`src/rtl/dac_stream_feeder.sv`:
```
// Playback buffer between the DDR read path and the RFDC DAC stream: prefills, then
// streams continuously, substituting zero words on underflow and counting them.
module dac_stream_feeder #(
    parameter int unsigned DATA_W  = 256,
    parameter int unsigned DEPTH   = 16,
    parameter int unsigned PREFILL = 8
) (
    input  logic                       axi_aclk,
    input  logic                       axi_rstb,
    input  logic [DATA_W-1:0]          s_axis_tdata,
    input  logic [DATA_W/8-1:0]        s_axis_tkeep,
    input  logic                       s_axis_tlast,
    input  logic                       s_axis_tvalid,
    output logic                       s_axis_tready,
    output logic [DATA_W-1:0]          m_axis_tdata,
    output logic                       m_axis_tvalid,
    input  logic                       m_axis_tready,
    input  logic                       play_en,
    input  logic                       clr_status,
    output logic [$clog2(DEPTH):0]     fill_level,
    output logic [15:0]                underflow_cnt,
    output logic                       underflow_flag,
    output logic [15:0]                frame_cnt,
    output logic [1:0]                 play_state
);
    localparam int unsigned AW = $clog2(DEPTH);
    localparam int unsigned CW = AW + 1;
    localparam int unsigned KW = DATA_W / 8;

    typedef enum logic [1:0] {
        StIdle    = 2'd0,
        StPrefill = 2'd1,
        StRun     = 2'd2
    } state_e;

    state_e            state_q, state_d;
    logic [CW-1:0]     wr_ptr_q, wr_ptr_d;
    logic [CW-1:0]     rd_ptr_q, rd_ptr_d;
    logic [CW-1:0]     count_q, count_d;
    logic [DATA_W-1:0] out_data_q, out_data_d;
    logic              out_last_q, out_last_d;
    logic              out_valid_q, out_valid_d;
    logic [15:0]       uf_cnt_q, uf_cnt_d;
    logic              uf_flag_q, uf_flag_d;
    logic [15:0]       frame_cnt_q, frame_cnt_d;

    // Each entry carries tlast in the top bit above the data.
    logic [DATA_W:0]   mem [DEPTH];
    logic [DATA_W-1:0] wdata_masked;
    logic [DATA_W:0]   head;
    logic              push, pop, flush, underflow, frame_done;

    assign s_axis_tready = (state_q != StIdle) && (count_q != CW'(DEPTH));
    assign push          = s_axis_tvalid && s_axis_tready;
    assign head          = mem[rd_ptr_q[AW-1:0]];
    assign frame_done    = out_valid_q && m_axis_tready && out_last_q;

    always_comb begin
        wdata_masked = '0;
        for (int i = 0; i < KW; i++) begin
            wdata_masked[8*i +: 8] = s_axis_tkeep[i] ? s_axis_tdata[8*i +: 8] : 8'h00;
        end
    end

    always_ff @(posedge axi_aclk) begin
        if (push) begin
            mem[wr_ptr_q[AW-1:0]] <= {s_axis_tlast, wdata_masked};
        end
    end

    always_comb begin
        state_d     = state_q;
        out_data_d  = out_data_q;
        out_last_d  = out_last_q;
        out_valid_d = out_valid_q;
        pop         = 1'b0;
        flush       = 1'b0;
        underflow   = 1'b0;
        case (state_q)
            StIdle: begin
                flush       = 1'b1;
                out_valid_d = 1'b0;
                out_data_d  = '0;
                out_last_d  = 1'b0;
                if (play_en) state_d = StPrefill;
            end
            StPrefill, StRun: begin
                if (!play_en) begin
                    state_d     = StIdle;
                    flush       = 1'b1;
                    out_valid_d = 1'b0;
                    out_data_d  = '0;
                    out_last_d  = 1'b0;
                end else if (state_q == StPrefill) begin
                    // Prime the output register so valid and data start together.
                    if (count_q >= CW'(PREFILL)) begin
                        state_d     = StRun;
                        pop         = 1'b1;
                        out_valid_d = 1'b1;
                        {out_last_d, out_data_d} = head;
                    end
                end else if (m_axis_tready) begin
                    if (count_q != '0) begin
                        pop = 1'b1;
                        {out_last_d, out_data_d} = head;
                    end else begin
                        underflow  = 1'b1;
                        out_data_d = '0;
                        out_last_d = 1'b0;
                    end
                end
            end
            default: state_d = StIdle;
        endcase
    end

    always_comb begin
        wr_ptr_d = flush ? '0 : wr_ptr_q + CW'(push);
        rd_ptr_d = flush ? '0 : rd_ptr_q + CW'(pop);
        count_d  = flush ? '0 : count_q + CW'(push) - CW'(pop);
    end

    always_comb begin
        uf_cnt_d    = uf_cnt_q;
        uf_flag_d   = uf_flag_q;
        frame_cnt_d = frame_cnt_q;
        if (clr_status) begin
            uf_cnt_d    = '0;
            uf_flag_d   = 1'b0;
            frame_cnt_d = '0;
        end else begin
            if (underflow) begin
                uf_flag_d = 1'b1;
                if (uf_cnt_q != 16'hFFFF) uf_cnt_d = uf_cnt_q + 16'd1;
            end
            if (frame_done && frame_cnt_q != 16'hFFFF) frame_cnt_d = frame_cnt_q + 16'd1;
        end
    end

    always_ff @(posedge axi_aclk or negedge axi_rstb) begin
        if (!axi_rstb) begin
            state_q     <= StIdle;
            wr_ptr_q    <= '0;
            rd_ptr_q    <= '0;
            count_q     <= '0;
            out_data_q  <= '0;
            out_last_q  <= 1'b0;
            out_valid_q <= 1'b0;
            uf_cnt_q    <= '0;
            uf_flag_q   <= 1'b0;
            frame_cnt_q <= '0;
        end else begin
            state_q     <= state_d;
            wr_ptr_q    <= wr_ptr_d;
            rd_ptr_q    <= rd_ptr_d;
            count_q     <= count_d;
            out_data_q  <= out_data_d;
            out_last_q  <= out_last_d;
            out_valid_q <= out_valid_d;
            uf_cnt_q    <= uf_cnt_d;
            uf_flag_q   <= uf_flag_d;
            frame_cnt_q <= frame_cnt_d;
        end
    end

    assign m_axis_tdata   = out_data_q;
    assign m_axis_tvalid  = out_valid_q;
    assign fill_level     = count_q;
    assign underflow_cnt  = uf_cnt_q;
    assign underflow_flag = uf_flag_q;
    assign frame_cnt      = frame_cnt_q;
    assign play_state     = state_q;

endmodule

```
`config.mk`:
```
export PLATFORM = sky130hd
export DESIGN_NAME = dac_stream_feeder
export DESIGN_NICKNAME = d
export VERILOG_FILES = /design/src/rtl/dac_stream_feeder.sv
export SDC_FILE = /design/constraint.sdc
export NUM_CORES = 2
export LEC_CHECK = 0
export BUFFER_PORTS_ARGS = -buffer_cell sky130_fd_sc_hd__buf_2
export CELL_PAD_IN_SITES_DETAIL_PLACEMENT = 0
export CELL_PAD_IN_SITES_GLOBAL_PLACEMENT = 1
export CORE_UTILIZATION = 59
export CTS_BUF_LIST = sky130_fd_sc_hd__clkbuf_16
export CTS_CLUSTER_SIZE = 25
export DETAILED_ROUTE_END_ITERATION = 10
export PLACE_DENSITY = 0.94
export SYNTH_ARGS = -nofsm -noshare
export SYNTH_HDL_FRONTEND = slang
export SYNTH_MEMORY_MAX_BITS = 65536
export SYNTH_SLANG_ARGS = --single-unit
```
`constraint.sdc`:
```
create_clock -name axi_aclk -period 40.3 [get_ports axi_aclk]
set_input_delay 6.045 -clock axi_aclk [delete_from_list [all_inputs] [get_ports axi_aclk]]
set_output_delay 6.045 -clock axi_aclk [all_outputs]
set_load 0.1 [all_outputs]
```
======== After elaboration in Yosys (flattened, before gate mapping) ========
Memories as Yosys holds them, arrays and structs flattened.
Index checks and enable logic that the tools add are counted.
cells by class
  div/mod/pow operators ................... 0
  add/sub/neg operators ................... 6
  reduce and logical (&&, ||, !) cells .... 17
  multipliers ............................. 0
  $lt $le $gt $ge ......................... 1
  mux-type cells .......................... 78
  eq/ne operators ......................... 10
  shift operators ......................... 0
  bitwise operators ....................... 0
operators with widths
  operator                                                               count
  256-bit 2-to-1 mux                                                     5
  256-bit case mux with 2 select lines                                   1
  8-bit 2-to-1 mux                                                       32
  16-bit 2-to-1 mux                                                      5
  16-bit by 1-bit adder with 16-bit output, second input constant        2
  16-bit inequality test, second input constant                          2
  1-bit 2-to-1 mux                                                       24
  5-bit by 1-bit adder with 5-bit output                                 3
  5-bit 2-to-1 mux                                                       3
  2-bit nonzero test                                                     5
  3-bit AND reduction                                                    3
  2-bit 2-to-1 mux                                                       4
  4-bit inequality test, second input constant                           2
  3-bit inequality test, second input constant                           2
  1-bit case mux with 2 select lines                                     3
  5-bit by 4-bit >= comparator with 1-bit output, second input constant  1
  1-bit logical AND                                                      5
  5-bit inequality test, second input constant                           1
  5-bit nonzero test                                                     1
  5-bit by 1-bit subtractor with 5-bit output                            1
  2-bit case mux with 2 select lines                                     1
  2-bit by 1-bit == test with 1-bit output, second input constant        1
  2-bit == test, second input constant                                   1
  2-bit logical NOT                                                      1
  3 further kinds                                                        3
word-level totals
  output and inout bits ................... 298
  RAM bits ................................ 4,112
  logic and storage cells ................. 123
  ROM bits ................................ 0
  bits in latches ......................... 0
  flip-flop bits (word level) ............. 308
  memories ................................ 1
memory list
  name  depth  bits a word  rd ports  clocked after memory_dff  wr ports  RTL line  text
  mem   16     257          1         0                         1         48        logic [DATA_W:0] mem [DEPTH];

======== Longest topological paths before layout ========
  depth in word-level cells ............... 8
  depth in mapped cells ................... 15
  mapped depth without buffers ............ 14

======== Worst setup path after synthesis ========
No wires, ideal clock.
  path type ............................... input to register
  start point ............................. in s_axis_tvalid
  end point ............................... mem mem[0][0] (netlist name) (enable)
  data required time ...................... 39.111 ns
  cell stages on the path ................. 4
  slack ................................... 14.728 ns
  setup time .............................. 1.189 ns
  buffers on the path ..................... 0
  arrival time ............................ 24.382 ns
  cell sequence ........................... inv_1 a311oi_1 or3b_2 nor3_1
between the ends
  longest elaborated chain between the ends .. 3
ends and longest elaborated chain
  what                                    RTL line  text
  start, declared                         13        input logic s_axis_tvalid,
  1-bit logical AND                       54        assign push = s_axis_tvalid && s_axis_tready;
  1-bit 2-to-1 mux                        66        if (push) begin
  1-bit 2-to-1 mux (not written as such)  67        mem[wr_ptr_q[AW-1:0]] <= {s_axis_tlast, wdata_masked};
  end, declared                           48
No other way between the ends.

======== Final worst setup path ========
  start point ............................. in s_axis_tvalid
  end point ............................... mem mem[6][178] (netlist name) (enable)
Same word-level chain as after synthesis.

==> results.md <==
- Post-synthesis simple-gate area fraction: 2.23%
- Layout cells sized above 1: 30.7%
- Post-Synth Adder-Cell Area: 0.145%
- Post-DP HPWL: 228 mm
- Max-slew violation count: 178
- Cells after Synth: 7418
- Sink Count: around 4400
- Nets: between 8000 and 9000
- Residual DRC count: 2
- Most frequent cells in the layout: edfxtp_1, mux4_2, buf_2
- WP data required: 40.85 ns
- Compound-Gate Fraction of Synth Area: 1.75%
- Sequential area share after synthesis: 77.8%
- Tmin final: approximately 10 ns
- #FFs+latches synth: 4418
- Setup crit end kind: flop
- Finished layout cell area: 189000 um^2
- FMAX: 101 MHz
- Vias: between 80000 and 90000
- Drt pass-1 iters: 10
- Asr flop ratio synth: 6.93%
- Post-synth EDFFs: 4112
- P_leak: ~60 nW
- Clk_skew: 0.0726 ns
- Post-Route WL: around 450 mm
- Deepest clock path buffer count: 4
- Layout area overhead: 12.3%
- Synthesized Nets: 7732
- Status: finished, violations left
- Initial Util: slightly below 60%
- Commonest non-fill, non-tap cell in the layout: edfxtp_1
- Worst Max-Slew Pin Slew: 1.85 ns
- First-pass GRT wire length: between 600 and 700 mm
- Core box area: between 200000 and 300000 um^2
- Count of unique library cells instantiated by Yosys: 50
- Setup_tns: 0 ns
- Hold Worst Slack: between 0.5 and 0.6 ns
- Largest net degree at the start of global routing: around 170
- Final Util: 66.9%
- Clock transition at path regs: 0.06 ns
- Mux cell area share after synthesis: 17.0%
- HP Class: reg2reg
- Critical Path Start Type: primary input
- Die extent in y: 537 um
- CP max FO: 127
- Post-synthesis xor/xnor area fraction: 0.0312%
- PostCTS Resize Cnt: 0
- Wire length per cell: 37.0 um
- Vias in the first global route: roughly 88000
- Clock latency at the later pin of the worst-skew pair: 1.01 ns
- FP Rows: 195
- Die X: 537 um
- Max-cap check violation count: 0
- Worst path arrival time: 10.47 ns
- Gr usage total: 31.5%
- Power density over the cells: 58.5 nW/um^2
- Post-CTS setup buffer count: 0
- Setup violators final: 0
- Input/output buffers: 592
- I/O pin count: 593
- CTS Buf Count: 415
- Clk root buf: clkbuf_16
- Main combinational cell family by area after synthesis: multiplexers
- IR drop worst, VDD: a little over 0.09 mV
- H-tree Lvls: 5
- Ys flop type: edfxtp_1
- Die Area: roughly 290000 um^2
- Critical path class: in2reg
- Initial DRC count: approximately 13000
- Yosys Warn Count: 0
- Initial antenna violation count: 38
- TritonCTS clock tree: done
- Routability congestion estimate: 0.793
- Mean post-synth cell area: approximately 23 um^2
- Worst slew margin: -23.0%
- Post-CTS Hold Fix Bufs: 0
- Post-Syn Area: 169000 um^2
- DP Cell Count: ~11000
- Dpl cell area: 176000 um^2
- Unrepaired setup endpoints after global routing: false
- Layout Cells excl Fill: approximately 12000
- Grt total ovfl: 0
- Period utilization: 24.6%
- Failing checks: DRC, slew limit
- Antenna viol nets, final: 0
- Vias per Instance: ~7.1
- Fin. Hold Viols: 0
flip-flops by register name (all words and copies together), names as in the netlist:
signal / cells
fill_level: 5
frame_cnt: 16
m_axis_tdata: 256
m_axis_tvalid: 1
mem: 4112
out_last_q: 1
play_state: 2
rd_ptr_q: 4
underflow_cnt: 16
underflow_flag: 1
wr_ptr_q: 4
path summary, 6_finish.rpt:
path	from	endpoint	slack (ns)	cells past startpoint
max	s_axis_tvalid	mem[6][178]	30.38	9
min	underflow_flag	underflow_flag	0.50	2
max reg2reg	rd_ptr_q[2]	m_axis_tdata[177]	34.37	8
min reg2reg	underflow_flag	underflow_flag	0.50	2
max in group asynchronous	axi_rstb	m_axis_tdata[196]	32.51	3
min in group asynchronous	axi_rstb	frame_cnt[4]	5.13	1
layout make-up:
class                      count  area, um^2
multi-input combinational   2567       35900
clock inverter               355        2910
clock buffer                 421       10500
antenna                        7        17.5
inverter                      21        78.8
timing repair buffer         717        4150
fill                       16100       93900
tap                         3743        4680
sequential                  4418      131000
layer usage:
metal / part of all wire [%] / GRT usage (%)
met5: 0.043 / 0
met4: 5.1 / 13.5
met3: 13 / 6.87
met2: 49 / 51.1
met1: 33 / 41.9
cells in the mapped netlist (5+ instances only):
library cell / instances / share of area (%)
ha_1: 18 / 0.13
clkbuf_1: 252 / 0.56
nand2b_1: 5 / 0.019
nand2_1: 16 / 0.036
edfxtp_1: 4112 / 73
a221o_1: 257 / 1.5
nor2b_1: 14 / 0.052
buf_1: 90 / 0.20
nand4_1: 7 / 0.026
nor2_1: 43 / 0.096
o31ai_1: 12 / 0.053
nor3_1: 267 / 0.79
inv_1: 21 / 0.047
nor4_1: 6 / 0.022
mux2i_1: 258 / 1.5
o21ai_0: 7 / 0.021
nand3_1: 18 / 0.053
a21oi_1: 25 / 0.074
mux4_2: 1028 / 14
or4_1: 13 / 0.058
and2_1: 257 / 0.95
dfrtp_1: 306 / 4.5
mux2_2: 267 / 1.8
buf_2: 69 / 0.20
and4_1: 8 / 0.042
power by group:
group	internal, mW	leakage (nW)	switching, mW
sequential	5.22	41.8	0.170
combinational	0.386	12.3	1.39
clock	2.14	6.94	1.77
total	7.75	61.1	3.33
worst max-delay path, cell delays in order:
cell and delay (ns):
buf_2 0.09, inv_1 0.05, a311oi_1 0.31, buf_4 0.26, nand3b_1 0.34, nor2_4 0.65, buf_12 0.71, buf_4 0.89
buf_4 0.89
cell families (layout without fill, tap and decap cells):
kind of cell               Yosys count  after routing
xor gates and xnor gates             6              6
AOI/OAI and AO/OA                  318            318
DFF                               4418           4418
other                                0              7
muxes                             1553           1553
buffers and inverters              433           1514
adders and majority gates           19             19
and+or+nand+nor                    671            671
through the flow:
step | power [mW] | setup WS [ns]
after detailed placement | 7.18 | 29.54
after floorplan | 6.69 | 14.73
after global placement | 7.13 | 29.63
final | 11.1 | 30.38
after CTS | 11.1 | 30.46
after global routing | 11.3 | 30.29
No activity file was read; power rests on OpenSTA's default activity.
